## src/rtl/mult_wallace_pipe.sv

```systemverilog
// rtl/mult_wallace_pipe.sv - pipelined Wallace-tree multiplier with valid/ready handshake
// Optional feature macro: MULT_WALLACE_TAG_EN (adds in_tag/out_tag sideband carried with each product)
module mult_wallace_pipe #(
  parameter int A_W    = 16,
  parameter int B_W    = 16,
  parameter int STAGES = 3,
  parameter int SIGNED = 0,
  parameter int TAG_W  = 4
) (
  input  logic               clk,
  input  logic               rst,
  input  logic               in_valid,
  output logic               in_ready,
  input  logic [A_W-1:0]     a,
  input  logic [B_W-1:0]     b,
  output logic               out_valid,
  input  logic               out_ready,
  output logic [A_W+B_W-1:0] product
`ifdef MULT_WALLACE_TAG_EN
  ,
  input  logic [TAG_W-1:0]   in_tag,
  output logic [TAG_W-1:0]   out_tag
`endif
);

  localparam int P  = A_W + B_W;
  // One row per multiplier bit plus one row for the Baugh-Wooley correction constant
  // (that row stays zero in unsigned mode).
  localparam int NR = B_W + 1;
  localparam logic [P-1:0] ONE = 1;
  localparam logic [P-1:0] BW_CONST = (ONE << (A_W - 1)) + (ONE << (B_W - 1)) + (ONE << (P - 1));

  typedef logic [NR-1:0][P-1:0] rows_t;

  // Number of 3:2 levels needed to bring n rows down to two.
  function automatic int calc_nlev(input int n);
    int c;
    int l;
    c = n;
    l = 0;
    for (int i = 0; i < 16; i++) begin
      if (c > 2) begin
        c = 2 * (c / 3) + c % 3;
        l = l + 1;
      end
    end
    return l;
  endfunction

  localparam int NLEV = calc_nlev(NR);
  // Number of stages sharing the reduction levels; the last stage is reserved for the CPA.
  localparam int R = (STAGES > 1) ? STAGES - 1 : 1;

  // First reduction level handled by reduction stage s; levels spread as evenly as possible.
  function automatic int lv_lo(input int s);
    return (s * NLEV) / R;
  endfunction

  // Partial-product array; in signed mode the mixed sign terms are inverted and the
  // correction constant supplies the missing weights (modified Baugh-Wooley).
  function automatic rows_t gen_pp(input logic [A_W-1:0] x, input logic [B_W-1:0] y);
    rows_t r;
    logic [P-1:0] row;
    r = '0;
    for (int i = 0; i < B_W; i++) begin
      row = '0;
      for (int j = 0; j < A_W; j++) begin
        row[i+j] = x[j] & y[i];
        if (SIGNED != 0 && ((i == B_W - 1) != (j == A_W - 1)))
          row[i+j] = ~row[i+j];
      end
      r[i] = row;
    end
    if (SIGNED != 0)
      r[NR-1] = BW_CONST;
    return r;
  endfunction

  // One carry-save level: each group of three rows becomes sum + shifted carry, leftovers pass.
  function automatic rows_t csa_level(input rows_t r, input int n);
    rows_t o;
    int g;
    o = '0;
    g = n / 3;
    for (int k = 0; k < NR / 3; k++) begin
      if (k < g) begin
        o[2*k]   = r[3*k] ^ r[3*k+1] ^ r[3*k+2];
        o[2*k+1] = ((r[3*k] & r[3*k+1]) | (r[3*k] & r[3*k+2]) | (r[3*k+1] & r[3*k+2])) << 1;
      end
    end
    for (int k = 0; k < 2; k++) begin
      if (k < n % 3)
        o[2*g+k] = r[3*g+k];
    end
    return o;
  endfunction

  // Apply tree levels [lo, hi) to a row set that entered the tree at level 0.
  function automatic rows_t reduce(input rows_t r, input int lo, input int hi);
    rows_t t;
    int n;
    t = r;
    n = NR;
    for (int l = 0; l < 16; l++) begin
      if (l >= lo && l < hi)
        t = csa_level(t, n);
      if (n > 2)
        n = 2 * (n / 3) + n % 3;
    end
    return t;
  endfunction

  // Final carry-propagate add of the two surviving rows.
  function automatic logic [P-1:0] cpa(input rows_t r);
    return r[0] + r[1];
  endfunction

  logic [STAGES-1:0] v;
  logic [STAGES-1:0] ld;
  logic [STAGES-1:0] en;

  // Load enables ripple back from the consumer; data registers only load real items.
  always_comb begin
    logic chain;
    chain = out_ready;
    ld = '0;
    en = '0;
    for (int k = STAGES - 1; k >= 0; k--) begin
      chain = !v[k] || chain;
      ld[k] = chain;
    end
    en[0] = ld[0] & in_valid;
    for (int k = 1; k < STAGES; k++)
      en[k] = ld[k] & v[k-1];
  end

  assign in_ready  = ld[0];
  assign out_valid = v[STAGES-1];

  // Valid shift chain; a loading stage takes its upstream valid, so bubbles compress.
  always_ff @(posedge clk) begin
    if (rst) begin
      v <= '0;
    end else begin
      if (ld[0])
        v[0] <= in_valid;
      for (int k = 1; k < STAGES; k++)
        if (ld[k])
          v[k] <= v[k-1];
    end
  end

  generate
    if (STAGES == 1) begin : g_single
      // Whole tree plus CPA ahead of the only register.
      always_ff @(posedge clk) begin
        if (rst)
          product <= '0;
        else if (en[0])
          product <= cpa(reduce(gen_pp(a, b), 0, NLEV));
      end
    end else begin : g_multi
      rows_t sr [STAGES-1];

      // Reduction stages: partial products in the first, tree levels spread over all of them.
      always_ff @(posedge clk) begin
        if (en[0])
          sr[0] <= reduce(gen_pp(a, b), lv_lo(0), lv_lo(1));
        for (int k = 1; k < STAGES - 1; k++)
          if (en[k])
            sr[k] <= reduce(sr[k-1], lv_lo(k), lv_lo(k + 1));
      end

      // Last stage: carry-propagate add into the product register.
      always_ff @(posedge clk) begin
        if (rst)
          product <= '0;
        else if (en[STAGES-1])
          product <= cpa(sr[STAGES-2]);
      end
    end
  endgenerate

`ifdef MULT_WALLACE_TAG_EN
  logic [TAG_W-1:0] tq [STAGES];

  // Tag rides alongside its operands under the same enables as the data.
  always_ff @(posedge clk) begin
    if (rst) begin
      for (int k = 0; k < STAGES; k++)
        tq[k] <= '0;
    end else begin
      if (en[0])
        tq[0] <= in_tag;
      for (int k = 1; k < STAGES; k++)
        if (en[k])
          tq[k] <= tq[k-1];
    end
  end

  assign out_tag = tq[STAGES-1];
`endif

endmodule

```

## config.mk

```make
export PLATFORM = sky130hd
export DESIGN_NAME = mult_wallace_pipe
export DESIGN_NICKNAME = d
export VERILOG_FILES = /design/src/rtl/mult_wallace_pipe.sv
export SDC_FILE = /design/constraint.sdc
export NUM_CORES = 1
export LEC_CHECK = 0
export ABC_AREA = 1
export CAP_MARGIN = 25
export CORE_MARGIN = 2
export CORE_UTILIZATION = 60
export CTS_CLUSTER_SIZE = 25
export DETAILED_ROUTE_END_ITERATION = 12
export PLACE_DENSITY = 0.89
export SLEW_MARGIN = 20
export SYNTH_ARGS = -nofsm -noshare
export SYNTH_HDL_FRONTEND = slang
export SYNTH_SLANG_ARGS = --single-unit
```

## constraint.sdc

```tcl
create_clock -name clk -period 8.9 [get_ports clk]
set_clock_uncertainty 0.2 [all_clocks]
set_input_delay 1.78 -clock clk [delete_from_list [all_inputs] [get_ports clk]]
set_output_delay 1.78 -clock clk [all_outputs]
set_load 0.005 [all_outputs]
```

==> results.sh, run 1 <==
export IMPL_clock_fmax_mhz=199.3
export IMPL_instances_no_fill=1994
export IMPL_via_per_inst=5.306
export IMPL_criticalPathCategory="input pin to primary output"
export IMPL_cts_resized=0
export IMPL_maxCapViolCount=0
export IMPL_clock_latency_ns=0.52
export IMPL_ff2ff_path_depth=6
export IMPL_syn_nets=1956
export IMPL_hold_violations=0
export IMPL_floorplan_initialDensity=0.6137
export IMPL_synth_most_common_cell="nand2_1"
export IMPL_clock_path_buffers=3
export IMPL_postCtsHoldBufs=0
export IMPL_finalCritPeriodShare=0.5639
export IMPL_synth_compound_area_frac=0.01485
export IMPL_synth_xor_area_frac=0.005086
export IMPL_period_minus_slack_ns=5.018
export IMPL_whs_ns=0.2245
export IMPL_cp_num_buf_inv=3
export IMPL_insertedDiodeCount=0
export IMPL_row_count=58
export IMPL_die_width_um=164.7
export IMPL_status="finished clean"
export IMPL_drt_iter0_markers=982
export IMPL_synth_largest_area_cell="edfxtp_1"
export IMPL_grt_pass1_vias=11204
export IMPL_cp_slowest_stage_delay_ns=0.51
export IMPL_postSynthCellCount=1626
export IMPL_io_pins=70
export IMPL_grt_use_total=0.2711
export IMPL_rsz0062_at_grt="false"
export IMPL_yosys_warnings=0
export IMPL_path_clk_slew_ns=0.06
export IMPL_postLayoutSetupSlackWorst_ns=3.882
export IMPL_cp_start_kind="input pin"
export IMPL_timing_rr_end="g_multi.sr[0][150]"
export IMPL_totalNegativeSetupSlack_ns=0
export IMPL_critPathCaptureType="primary output"
export IMPL_synthTopCellsByCount="nand2_1, inv_1, fa_1, edfxtp_1, ha_1"
export IMPL_root_buffer="clkbuf_16"
export IMPL_layout_drive_gt1_share=0.02524
export IMPL_wl_mm=34.61
export IMPL_nFillCells=1794
export IMPL_p_leak_nw=8.878
export IMPL_ys_ff_latch=208
export IMPL_syn_area_um2=15500
export IMPL_synthFlopType="edfxtp_1"
export IMPL_cts_tree="built"
export IMPL_first_pass_iters=8
export IMPL_cp_depth=6
export IMPL_synth_top_cell_area_share=0.3352
export IMPL_drv_slew=0
export IMPL_synth_fa_ha_area_frac=0.3342
export IMPL_die_height_um=164.7
export IMPL_cpMaxStageDelayCell="clkdlybuf4s50_1"
export IMPL_place_ws_ns=3.832
export IMPL_cp_arrival_ns=3.04
export IMPL_relSlewSlack=0.3174
export IMPL_yosys_area_share_simple=0.1457
export IMPL_rrSetupSlack_ns=6.23
export IMPL_globalplace_congestion=0.8773
export IMPL_worstMarginPinSlew_ns=1.024
export IMPL_power_density_nw_per_um2=236.8
export IMPL_hpwl_mm=25.80
export IMPL_dp_cells=1954
export IMPL_cts_buffers=22
export IMPL_synth_top_family_by_area="adder cells"
export IMPL_synthMuxAreaShare=0
export IMPL_synth_edf_count=173
export IMPL_postSynth_asyncResetShare=0
export IMPL_cp_endpoint="in_ready"
export IMPL_grt_overflow=0
export IMPL_ant_nets=0
export IMPL_synthDistinctLibCells=22
export IMPL_synth_area_leaders="edfxtp_1, fa_1, nand2_1"
export IMPL_startpoint="out_ready"
export IMPL_clock_sink_count=208
export IMPL_grt_pass1_wl_mm=56.25
export IMPL_vias=10581
export IMPL_die_area_um2=27130
export IMPL_hold_class="register to register"
export IMPL_worstPathRequired_ns=6.92
export IMPL_ys_seq_area_frac=0.3804
export IMPL_power_w=0.004041
export IMPL_ir_drop_mv=0.1825
export IMPL_htree_levels=1
export IMPL_post_drt_wl_per_cell_um=17.36
export IMPL_nets=1978
export IMPL_antenna_found_initial=0
export IMPL_core_area_um2=25250
export IMPL_grt_max_degree=82
export IMPL_critPathTopFamily="buffers and inverters"
export IMPL_r2r_start="v[2]"
export IMPL_worstPathCellList="clkdlybuf4s50_1 -> inv_1 -> nand2_1 -> nor2_1 -> nand2_1 -> clkdlybuf4s50_1"
export IMPL_port_buffers=69
export IMPL_drc=0
export IMPL_critPathMaxFanout=3
export IMPL_avgSynthCellArea_um2=9.532
export IMPL_finalSetupViolCount=0
export IMPL_syn2layout_area_growth_pct=10.09
export IMPL_postCtsSetupRepairBufs=0
-- through the flow --
step / area, um2 / utilization
3_3_place_gp: 16340 / 0.6470
6_report: 17060 / 0.6756
4_1_cts: 17060 / 0.6756
5_1_grt: 17060 / 0.6756
3_5_place_dp: 16340 / 0.6470
2_1_floorplan: 15500 / -
-- metal layers --
layer | GRT usage | part of all wire | vias to the layer above
li1 | - | - | 4834
met1 | 0.3444 | 0.38 | 5098
met2 | 0.4690 | 0.50 | 550
met3 | 0.05274 | 0.091 | 99
met4 | 0.09289 | 0.031 | 0
met5 | 0 | 0 | -
-- layout by cell type, fill, tap and decap left out, types with 2 or more instances in the layout --
cell type,n
edfxtp_1,173
bufinv_16,2
nor2_2,4
clkbuf_1,5
a21oi_1,20
nor3_1,2
a21o_1,4
xor2_1,8
dfxtp_1,35
buf_4,2
fa_1,200
clkinv_1,3
clkdlybuf4s50_1,69
clkbuf_16,23
o21ai_0,20
nand3b_1,2
nand4_1,7
inv_1,418
nand3_1,35
clkinv_2,4
nand2_1,434
ha_1,94
clkinv_4,2
nor2_1,91
-- where the power goes --
part           internal (W)  total, W  switching, W
Clock              0.000541  0.000925      0.000384
Combinational      0.000642   0.00167       0.00103
Sequential          0.00135   0.00145     0.0000901
Total               0.00254   0.00404       0.00150
-- cell families (layout without fill, tap and decap cells) --
| kind of cell | after synthesis | in the layout |
|---|---|---|
| adder cells (fa/ha/maj) | 294 | 294 |
| XOR/XNOR | 9 | 9 |
| buffers and inverters | 493 | 531 |
| AO/OA/AOI/OAI | 44 | 44 |
| flip-flops | 208 | 208 |
| AND/OR/NAND/NOR | 578 | 578 |
-- layout make-up --
cell class | instances | area (um2) | area share
repair buffers | 71 | 705.7 | 0.04136
inverters | 420 | 1580 | 0.09262
clock inverters | 11 | 112.6 | 0.006600
clock buffers | 29 | 608.1 | 0.03564
multi-input cells | 925 | 7747 | 0.4541
flip-flops and latches | 208 | 5896 | 0.3455
well taps | 330 | 412.9 | 0.02420
-- how the worst min path moves through the flow --
stage | startpoint | depth (start not counted) | endpoint | slack [ns]
2_1_floorplan | g_multi.sr[0][0] | 0 | g_multi.sr[0][544] | 0.20
3_3_place_gp | g_multi.sr[0][1] | 0 | g_multi.sr[0][545] | 0.20
3_5_place_dp | g_multi.sr[0][3] | 0 | g_multi.sr[0][547] | 0.21
4_1_cts | g_multi.sr[0][3] | 0 | g_multi.sr[0][547] | 0.22
5_1_grt | g_multi.sr[0][3] | 0 | g_multi.sr[0][547] | 0.25
6_report | g_multi.sr[0][0] | 0 | g_multi.sr[0][544] | 0.22
-- registers in the layout, indices dropped and copies added, names as in the netlist --
| name | cells |
|---|---|
| g_multi.sr | 173 |
| product | 32 |
| v | 3 |
Power figures use the tool's default switching activity.
==> run 2: changes to the inputs <==
==> constraint.sdc (replaced) <==
create_clock -name clk -period 4.7 [get_ports clk]
set_clock_uncertainty 0.2 [all_clocks]
set_input_delay 0.94 -clock clk [delete_from_list [all_inputs] [get_ports clk]]
set_output_delay 0.94 -clock clk [all_outputs]
set_load 0.005 [all_outputs]
==> results.sh, run 2 (synthesis gave the netlist of run 1 again) <==
export IMPL_path_clk_slew_ns=0.06
export IMPL_critPathCaptureType="register"
export IMPL_worstPathRequired_ns=4.74
export IMPL_die_height_um=164.7
export IMPL_seq_power_share=0.355
export IMPL_layout_drive_gt1_share=0.02638
export IMPL_worstMarginPinSlew_ns=0.9137
export IMPL_vias=10703
export IMPL_status="finished clean"
export IMPL_post_drt_wl_per_cell_um=17.72
export IMPL_port_buffers=69
export IMPL_hold_violations=0
export IMPL_finalInstanceArea_um2=17140
export IMPL_cts_tree="built"
export IMPL_die_width_um=164.7
export IMPL_relSlewSlack=0.3890
export IMPL_startpoint="b[10]"
export IMPL_cp_arrival_ns=3.86
export IMPL_clock_path_buffers=3
export IMPL_final_common_cell="nand2_1"
export IMPL_intPower_w=0.004889
export IMPL_ant_nets=0
export IMPL_postCtsHoldBufs=0
export IMPL_insertedDiodeCount=0
export IMPL_row_count=58
export IMPL_core_area_um2=25250
export IMPL_drv_slew=0
export IMPL_hpwl_mm=25.76
export IMPL_ff2ff_path_depth=5
export IMPL_criticalPathCategory="input pin to register"
export IMPL_drt_iter0_markers=924
export IMPL_htree_levels=1
export IMPL_finalCritPeriodShare=0.8138
export IMPL_timing_rr_end="g_multi.sr[0][564]"
export IMPL_critPathMaxFanout=16
export IMPL_maxCapViolCount=0
export IMPL_r2r_start="g_multi.sr[0][20]"
export IMPL_globalplace_congestion=0.8867
export IMPL_largest_register="g_multi.sr"
export IMPL_sw_frac_of_total=0.3651
export IMPL_cp_endpoint="g_multi.sr[0][78]"
export IMPL_power_density_nw_per_um2=449.5
export IMPL_cp_slowest_stage_delay_ns=1.04
export IMPL_dpl_instance_area_um2=16380
export IMPL_grt_pass1_wl_mm=57.18
export IMPL_floorplan_initialDensity=0.6137
export IMPL_root_buffer="clkbuf_16"
export IMPL_rsz0062_at_grt="false"
export IMPL_largest_register_ffs=173
export IMPL_via_per_inst=5.357
export IMPL_cp_start_kind="input pin"
export IMPL_clock_fmax_mhz=261.5
export IMPL_clock_power_share=0.236
export IMPL_grt_pass1_vias=11293
export IMPL_grt_max_degree=88
export IMPL_switchingPower_w=0.002812
export IMPL_nFillCells=1748
export IMPL_period_minus_slack_ns=3.825
export IMPL_die_area_um2=27130
export IMPL_grt_overflow=0
export IMPL_largest_registers="g_multi.sr (173), product (32), v (3)"
export IMPL_worstPathCellList="clkdlybuf4s50_1 -> nand2_1 -> fa_1 -> fa_1 -> inv_1 -> fa_1"
export IMPL_postLayoutSetupSlackWorst_ns=0.8753
export IMPL_totalNegativeSetupSlack_ns=0
export IMPL_first_pass_iters=6
export IMPL_p_leak_nw=8.909
export IMPL_cts_resized=0
export IMPL_rrSetupSlack_ns=2.11
export IMPL_hold_class="register to register"
export IMPL_ir_drop_mv=0.2553
export IMPL_whs_ns=0.2192
export IMPL_clock_sink_count=208
export IMPL_grt_use_total=0.2768
export IMPL_cts_buffers=22
export IMPL_place_ws_ns=0.4829
export IMPL_cpMaxStageDelayCell="clkdlybuf4s50_1"
export IMPL_critPathTopFamily="adder cells"
export IMPL_wl_mm=35.41
export IMPL_postCtsSetupRepairBufs=0
export IMPL_crit_top_cell="fa_1"
export IMPL_syn2layout_area_growth_pct=10.56
export IMPL_combPwrFrac=0.409
export IMPL_nets=1982
export IMPL_clock_latency_ns=0.51
export IMPL_finalSetupViolCount=0
export IMPL_cp_depth=6
export IMPL_antenna_found_initial=0
export IMPL_io_pins=70
export IMPL_drc=0
export IMPL_cp_num_buf_inv=2
export IMPL_layout_common_cells="nand2_1, inv_1, fa_1"
## run 2: cell types whose count changed in the layout (fill, tap and decap cells not counted), sizes merged
cell	delta
buf	+4
bufinv	+2
clkinv	-2
clkinvlp	+1
inv	-1
## run 2: worst min-delay path by stage
stage                     cells after the start                  to  slack (ns)             start
final                                         0  g_multi.sr[0][544]        0.22  g_multi.sr[0][0]
after global routing                          0  g_multi.sr[0][544]        0.23  g_multi.sr[0][0]
after CTS                                     0  g_multi.sr[0][544]        0.22  g_multi.sr[0][0]
after detailed placement                      0  g_multi.sr[0][544]        0.21  g_multi.sr[0][0]
after global placement                        0  g_multi.sr[0][544]        0.20  g_multi.sr[0][0]
after floorplan                               0  g_multi.sr[0][544]        0.20  g_multi.sr[0][0]
## run 2: through the flow
| stage | utilization | total power [W] | std cells |
|---|---|---|---|
| after floorplan | - | 0.004842 | 1626 |
| after global placement | 0.6487 | 0.005534 | 1958 |
| after detailed placement | 0.6487 | 0.005809 | 1958 |
| after CTS | 0.6785 | 0.007727 | 1998 |
| after global routing | 0.6785 | 0.008268 | 1998 |
| final | 0.6785 | 0.007701 | 1998 |
## run 2: layer usage
layer | global-route usage | part of all wire
met1 | 0.3487 | 0.37
met2 | 0.4764 | 0.49
met3 | 0.06052 | 0.10
met4 | 0.09684 | 0.038
met5 | 0 | 0
## run 2: area by class of cell
class / count / area [um2] / share of cell area
clock buffer: 29 / 598.1 / 0.03490
clock inverter: 11 / 152.6 / 0.008908
inverter: 420 / 1580 / 0.09222
multi-input combinational: 925 / 7747 / 0.4521
sequential: 208 / 5896 / 0.3441
tap: 330 / 412.9 / 0.02410
timing repair buffer: 75 / 748.2 / 0.04367
## run 2: power groups by stage
| stage | combinational (W) | sequential [W] | clock (W) |
|---|---|---|---|
| 2_1_floorplan | 0.00214 | 0.00271 | 0 |
| 3_3_place_gp | 0.00279 | 0.00274 | 0 |
| 3_5_place_dp | 0.00304 | 0.00276 | 0 |
| 4_1_cts | 0.00315 | 0.00273 | 0.00184 |
| 5_1_grt | 0.00360 | 0.00276 | 0.00190 |
| 6_report | 0.00315 | 0.00273 | 0.00182 |
